===== config.mk =====
export PLATFORM = sky130hd
export DESIGN_NAME = rr_arb_mux
export DESIGN_NICKNAME = d
export VERILOG_FILES = /design/src/rtl/rr_arb_mux.sv
export SDC_FILE = /design/constraint.sdc
export NUM_CORES = 1
export LEC_CHECK = 0
export CELL_PAD_IN_SITES_DETAIL_PLACEMENT = 1
export CELL_PAD_IN_SITES_GLOBAL_PLACEMENT = 2
export CORE_MARGIN = 5
export CORE_UTILIZATION = 17
export DETAILED_ROUTE_END_ITERATION = 6
export PLACE_DENSITY = 0.85
export SLEW_MARGIN = 15
export SYNTH_ARGS = -nofsm -noshare
export SYNTH_HDL_FRONTEND = slang
export SYNTH_SLANG_ARGS = --single-unit

===== constraint.sdc =====
create_clock -name clk -period 1.65 [get_ports clk]
set_input_delay 0.165 -clock clk [delete_from_list [all_inputs] [get_ports clk]]
set_output_delay 0.165 -clock clk [all_outputs]
set_load 0.01 [all_outputs]

===== src/rtl/rr_arb_mux.sv =====
// rr_arb_mux: N-channel round-robin arbitrating mux with a one-entry registered
// output stage. One valid channel is granted each cycle, starting the search at
// the priority pointer. The granted beat is captured into the output register,
// which uses a valid/ready handshake toward the consumer.
//
// Ports:
//   clk        clock; all state updates on the rising edge
//   rst        synchronous active-high reset
//   in_valid   [N]        per-channel valid
//   in_data    [N*WIDTH]  flattened channel data, channel i at [i*WIDTH +: WIDTH]
//   in_ready   [N]        per-channel ready, combinational, at most one bit high
//   out_valid             output register holds a beat
//   out_data   [WIDTH]    registered data of the selected beat
//   out_sel    [SELW]     index of the channel that supplied out_data
//   out_ready             consumer accepts when out_valid && out_ready
module rr_arb_mux #(
    parameter int unsigned WIDTH = 32,
    parameter int unsigned N     = 4,
    parameter int unsigned SELW  = $clog2(N)
) (
    input  logic               clk,
    input  logic               rst,
    input  logic [N-1:0]       in_valid,
    input  logic [N*WIDTH-1:0] in_data,
    output logic [N-1:0]       in_ready,
    output logic               out_valid,
    output logic [WIDTH-1:0]   out_data,
    output logic [SELW-1:0]    out_sel,
    input  logic               out_ready
);

    // One extra bit so ptr + offset never overflows before the wrap check.
    localparam int unsigned CW = SELW + 1;

    logic [SELW-1:0] ptr;
    logic [SELW-1:0] ptr_eff;
    logic [CW-1:0]   cand;
    logic [SELW-1:0] gnt_idx;
    logic            gnt_found;
    logic            load_en;
    logic            accept;

    // Output register can take a new beat when empty or draining this cycle.
    assign load_en = !out_valid || out_ready;
    assign accept  = gnt_found && load_en && !rst;

    // Round-robin search from ptr; an out-of-range ptr is treated as 0.
    always_comb begin
        gnt_found = 1'b0;
        gnt_idx   = '0;
        cand      = '0;
        ptr_eff   = (32'(ptr) >= 32'(N)) ? '0 : ptr;
        for (int k = 0; k < int'(N); k++) begin
            cand = CW'(ptr_eff) + CW'(k);
            if (cand >= CW'(N)) begin
                cand = cand - CW'(N);
            end
            if (!gnt_found && in_valid[cand[SELW-1:0]]) begin
                gnt_found = 1'b1;
                gnt_idx   = cand[SELW-1:0];
            end
        end
    end

    // Ready goes only to the granted channel, and never during reset.
    always_comb begin
        in_ready = '0;
        if (accept) begin
            in_ready[gnt_idx] = 1'b1;
        end
    end

    // Output register and priority pointer.
    always_ff @(posedge clk) begin
        if (rst) begin
            out_valid <= 1'b0;
            out_data  <= '0;
            out_sel   <= '0;
            ptr       <= '0;
        end else if (load_en) begin
            if (gnt_found) begin
                out_valid <= 1'b1;
                out_data  <= in_data[int'(gnt_idx)*int'(WIDTH) +: WIDTH];
                out_sel   <= gnt_idx;
                // Explicit wrap so non-power-of-two N never yields index N.
                ptr       <= (gnt_idx == SELW'(N - 1)) ? '0 : SELW'(gnt_idx + 1'b1);
            end else begin
                out_valid <= 1'b0;
            end
        end
    end

endmodule


Word level (Yosys, flattened, before mapping)
Cells that the tools add are included.
{"block": "op_classes", "addsub": 8, "order_cmp": 10, "eq_ne": 1, "shift": 1, "mux": 25, "reduce_logical": 13}
{"op": "$shiftx 128x8->32", "count": 1}
{"op": "$mux 2", "count": 9}
{"op": "$lt 2x3->1 const B", "count": 5}
{"op": "$mux 1", "count": 10}
{"op": "$ge 3x3->1 const B", "count": 3}
{"op": "$bmux 1 s2", "count": 4}
{"op": "$sub 2x1->2 const B", "count": 4}
{"op": "$add 2x2->3 const B", "count": 2}
{"op": "$logic_and 1x1->1", "count": 6}
{"op": "$logic_not 1->1", "count": 5}
{"op": "$mux 4", "count": 1}
{"op": "$add 2x1->3 const B", "count": 1}
{"op": "$ge 2x3->1 const B", "count": 1}
{"op": "$add 2x1->2 const B", "count": 1}
{"op": "$demux 1 s2", "count": 1}
{"op": "$eq 2x2->1 const B", "count": 1}
{"op": "$ge 2x1->1 const B", "count": 1}
{"op": "$reduce_and 2->1", "count": 1}
{"op": "$logic_or 1x1->1", "count": 1}
{"block": "totals", "regBits": 37, "inputBits": 135}

Depth between registers and ports, before layout
{"block": "depth", "word_depth": 19, "mapped_depth": 8}

Worst setup path after synthesis
No wires, ideal clock.
{"block": "synth_path", "kind": "register -> register", "start": "reg ptr[1]", "end": "reg ptr[1]", "arrival_ns": 1.504, "path_slack_ns": 0.031, "stages_incl_launch_ff": 9, "path_buffers": 2, "period_less_slack_ns": 1.619, "path_cell_list": "dfxtp_1 a21oi_1 o21ai_1 a21oi_2 buf_6 buf_4 ha_1 mux2i_1 nor2_1"}
{"block": "synth_between", "elab_chain_cells": 16}
{"element": "start, declared", "line_no": "35", "source": "logic [SELW-1:0] ptr;"}
{"element": "start signal, assigned", "line_no": "86", "source": "ptr <= (gnt_idx == SELW'(N - 1)) ? '0 : SELW'(gnt_idx + 1'b1);"}
{"element": "parallel branches: the longest is 16 deep, another holds $add 2x1->3"}
Parallel ways; which one is timed is not known. The select of a mux whose other input is x is not followed.
A chain may end at the register's enable or synchronous reset.

Worst setup path after layout
{"block": "layout_path", "start": "reg ptr[0]", "end": "out in_ready[2]"}
{"block": "layout_between", "elab_chain_cells": 19}
{"element": "parallel branches: the longest is 18 deep, another holds $add 2x1->3"}
{"element": "$mux 4 *", "line_no": "68", "source": "if (accept) begin"}
{"element": "end, declared", "line_no": "25", "source": "output logic [N-1:0] in_ready,"}
Mark *: on every way between the ends. The select of a mux whose other input is x is not followed.

==> results by group <==
Pwr
  • PD cells: approximately 840 mW/mm^2
  • Switching Share: 0.307
  • Reg power frac: 0.261
  • Design Power: about 0.0044 W
  • Clock power share: 0.218
  • Cell-internal power: 0.00304 W
  • Max IR drop VDD: between 300 and 400 uV
  • Gate power share: 0.522
  • Pleak: roughly 1.9 nW
  • Psw: approximately 0.0013 W

Status
  • Failing checks: setup timing
  • Outcome: complete, but fails checks

Detailed routing
  • Vias per inst: approximately 4.2
  • Drt first pass iters: 2
  • Routed Antenna Nets: 0
  • Drt total wl: 10400 um
  • Number of remaining DRC errors: 0
  • Routed WL per cell: between 15 and 20 um
  • DR vias: ~2600
  • Initial DRC Count: 63

Yosys
  • Netlist cell types: 28
  • Synthesized area: 0.00238 mm^2
  • Register area share after synthesis: 0.311
  • Synthesized netlist cell count: around 220
  • Average instance area after synthesis: around 11 um^2
  • FF+latch count, synth: 37
  • Synthesis warning total: 0
  • Synth Net Count: roughly 360

CTS
  • CTS clk-pin slew, worst paths: approximately 0.060 ns
  • Clock Path Buffers: 2
  • Clock sink total: 37
  • CTS Buf Count: 5
  • H-tree depth: 2
  • Root Buffer: clkbuf_16
  • CTS Hold Bufs: 0
  • CTS tree: built
  • Worst-Skew Late Latency: 0.28 ns

Floorplan
  • IO Count: 174
  • Die W: 128 um
  • Rows: 43
  • Starting Density: 0.172
  • Core Area: between 0.01 and 0.015 mm^2
  • Die extent in y: between 100 and 150 um
  • DIE AREA: ~0.016 mm^2

Finish
  • Synthesis-to-finish area growth: 120%
  • Ant diodes: 0
  • Final net count: ~570
  • Share of cells above drive strength 1: 0.339

Placement
  • Pre-CTS setup slack: -0.735 ns
  • IO buf count: 173
  • DP HPWL: 7980 um
  • GP Congestion: ~0.78

STA
  • Tcrit/Tclk final: 1.16
  • Normalized max-slew margin: 0.830
  • Slew @ Worst Pin: around 0.25 ns
  • RSZ-0062 raised after global routing: yes
  • Clock skew: ~0.0032 ns
  • Fin. max-slew vios: 0
  • Min Tclk post-route: 1.91 ns
  • Setup ws final: -0.262 ns
  • Final setup vio count: 36
  • Hold Vio Cnt, Final: 0
  • Fmax: 523 MHz

Critical path
  • Worst Path Arrival: ~1.8 ns
  • Reg2Reg Setup Slack: -0.23 ns
  • Worst reg2reg path endpoint: out_data[22]
  • Critical path endpoint category: output port
  • Worst Path Required: about 1.5 ns
  • R2r startpoint: ptr[0]
  • Crit path launch type: flop
  • Crit path max fanout: 3
  • FF-to-FF path depth: 8
  • Crit Path Category: flop to output port

Flow run
  • Max Cap Viol: 0

Global routing
  • GR Overflow Total: 0
  • Vias in the first global route: ~3000
  • Largest net degree at the start of global routing: 20
  • Initial antenna violation count: 0
  • Total GRT Usage: 0.121
  • First-pass GRT wire length: about 16000 um

Hold path
  • Hold Path End: out_data[11]
  • Worst hold-check path type: flop to flop
  • WHS Path Cells: 2
  • Hold_sp: out_data[11]
[state kept, by name, indices dropped and copies added (netlist names)]
| name | flops |
|---|---|
| out_sel | 2 |
| out_valid | 1 |
| out_data | 32 |
| ptr | 2 |
[synthesized netlist by cell type]
cell type | number | share of area
a21oi_2 | 2 | 0.0074
and2_1 | 2 | 0.0052
nor4_2 | 1 | 0.0052
and2b_2 | 1 | 0.0037
o21ai_1 | 1 | 0.0021
o221ai_1 | 3 | 0.011
clkbuf_1 | 3 | 0.0047
o221ai_2 | 29 | 0.18
nor2_1 | 7 | 0.011
buf_4 | 2 | 0.0063
nand2_4 | 1 | 0.0047
inv_1 | 3 | 0.0047
nand2_1 | 33 | 0.052
nand2b_1 | 2 | 0.0052
a211oi_1 | 1 | 0.0032
ha_1 | 2 | 0.010
buf_12 | 3 | 0.025
dfxtp_1 | 37 | 0.31
mux2i_1 | 67 | 0.28
nand2_8 | 1 | 0.0084
buf_2 | 4 | 0.0084
a22o_1 | 1 | 0.0037
nor2_2 | 1 | 0.0026
buf_6 | 4 | 0.019
a211oi_4 | 1 | 0.0084
inv_4 | 1 | 0.0026
a21oi_1 | 4 | 0.0084
inv_2 | 1 | 0.0016
[worst max-delay path, cell delays in order, from the launching register on]
cell	delay, ns
dfxtp_2	0.35
inv_2	0.04
a22o_1	0.21
a211oi_4	0.28
buf_4	0.16
inv_4	0.04
ha_4	0.14
and2_4	0.13
buf_6	0.11
[power by group through the flow]
stage               registers (W)  logic, W  clock network [W]
floorplan                 0.00122  0.000800                  0
global placement          0.00115   0.00176                  0
detailed placement        0.00116   0.00180                  0
CTS                       0.00115   0.00214            0.00101
global route              0.00117   0.00243            0.00104
finish                    0.00114   0.00229           0.000955
[metal layers]
metal,global-route usage,wire length [um],up-vias
li1,-,-,1238
met1,0.137,4020,1202
met4,0.0300,102,0
met3,0.0378,939,6
met2,0.221,5320,113
met5,0,0,-
[worst max-delay path by stage]
stage / slack, ns / depth (start not counted) / startpoint / to
2_1_floorplan: 0.03 / 8 / ptr[1] / ptr[1]
3_3_place_gp: -0.67 / 8 / in_valid[3] / in_ready[1]
3_5_place_dp: -0.73 / 7 / in_valid[3] / in_ready[3]
4_1_cts: -0.26 / 8 / ptr[0] / in_ready[2]
5_1_grt: -0.36 / 8 / ptr[0] / in_ready[2]
6_report: -0.26 / 8 / ptr[0] / in_ready[2]
[cell families (layout without fill, tap and decap cells)]
group,Yosys count,after routing,share of synthesized area
compound gates,42,42,0.227
mux,67,67,0.281
fa+ha+maj,2,2,0.0105
flops,37,37,0.311
simple gates,49,49,0.0982
buf+inv,21,231,0.0724
[metrics by stage]
| stage | hold WS (ns) | cell area [um^2] | TNS [ns] | utilization | std cells |
|---|---|---|---|---|---|
| 6_report | 0.462 | 5240 | -5.13 | 0.379 | 608 |
| 3_5_place_dp | 0.455 | 4500 | -22.09 | 0.325 | 587 |
| 5_1_grt | 0.497 | 5240 | -8.72 | 0.379 | 608 |
| 3_3_place_gp | 0.444 | 4500 | -17.54 | 0.325 | 587 |
| 4_1_cts | 0.471 | 5010 | -5.46 | 0.363 | 603 |
| 2_1_floorplan | 0.234 | 2380 | 0 | - | 218 |
[final cells by class]
cell class / instances / area, um^2
well taps: 180 / 225
clock buffers: 7 / 143
fillers: 1505 / 8590
inverters: 5 / 21.3
flip-flops and latches: 37 / 742
repair buffers: 219 / 2330
multi-input cells: 160 / 1780
[placed cells by master, fill, tap and decap left out, types with 3 or more instances in the layout]
master / netlist / layout
buf_4: 2 / 26
nor2_1: 7 / 5
a21oi_2: 2 / 3
mux2i_1: 67 / 31
dfxtp_1: 37 / 36
clkdlybuf4s50_1: 0 / 165
mux2i_2: 0 / 27
mux2i_4: 0 / 9
buf_16: 0 / 3
buf_12: 3 / 8
nand2_1: 33 / 33
o221ai_2: 29 / 31
buf_6: 4 / 8
dlygate4sd2_1: 0 / 4
clkbuf_16: 0 / 7
[timing repair]
action	CTS	global route
cloned	4	2
endpoints found under the setup margin	36	37
pin swaps	6	10
buffers inserted	5	3
hold endpoints to repair	0	0
resized for setup	78	31
(Power assumes the default switching activity.)
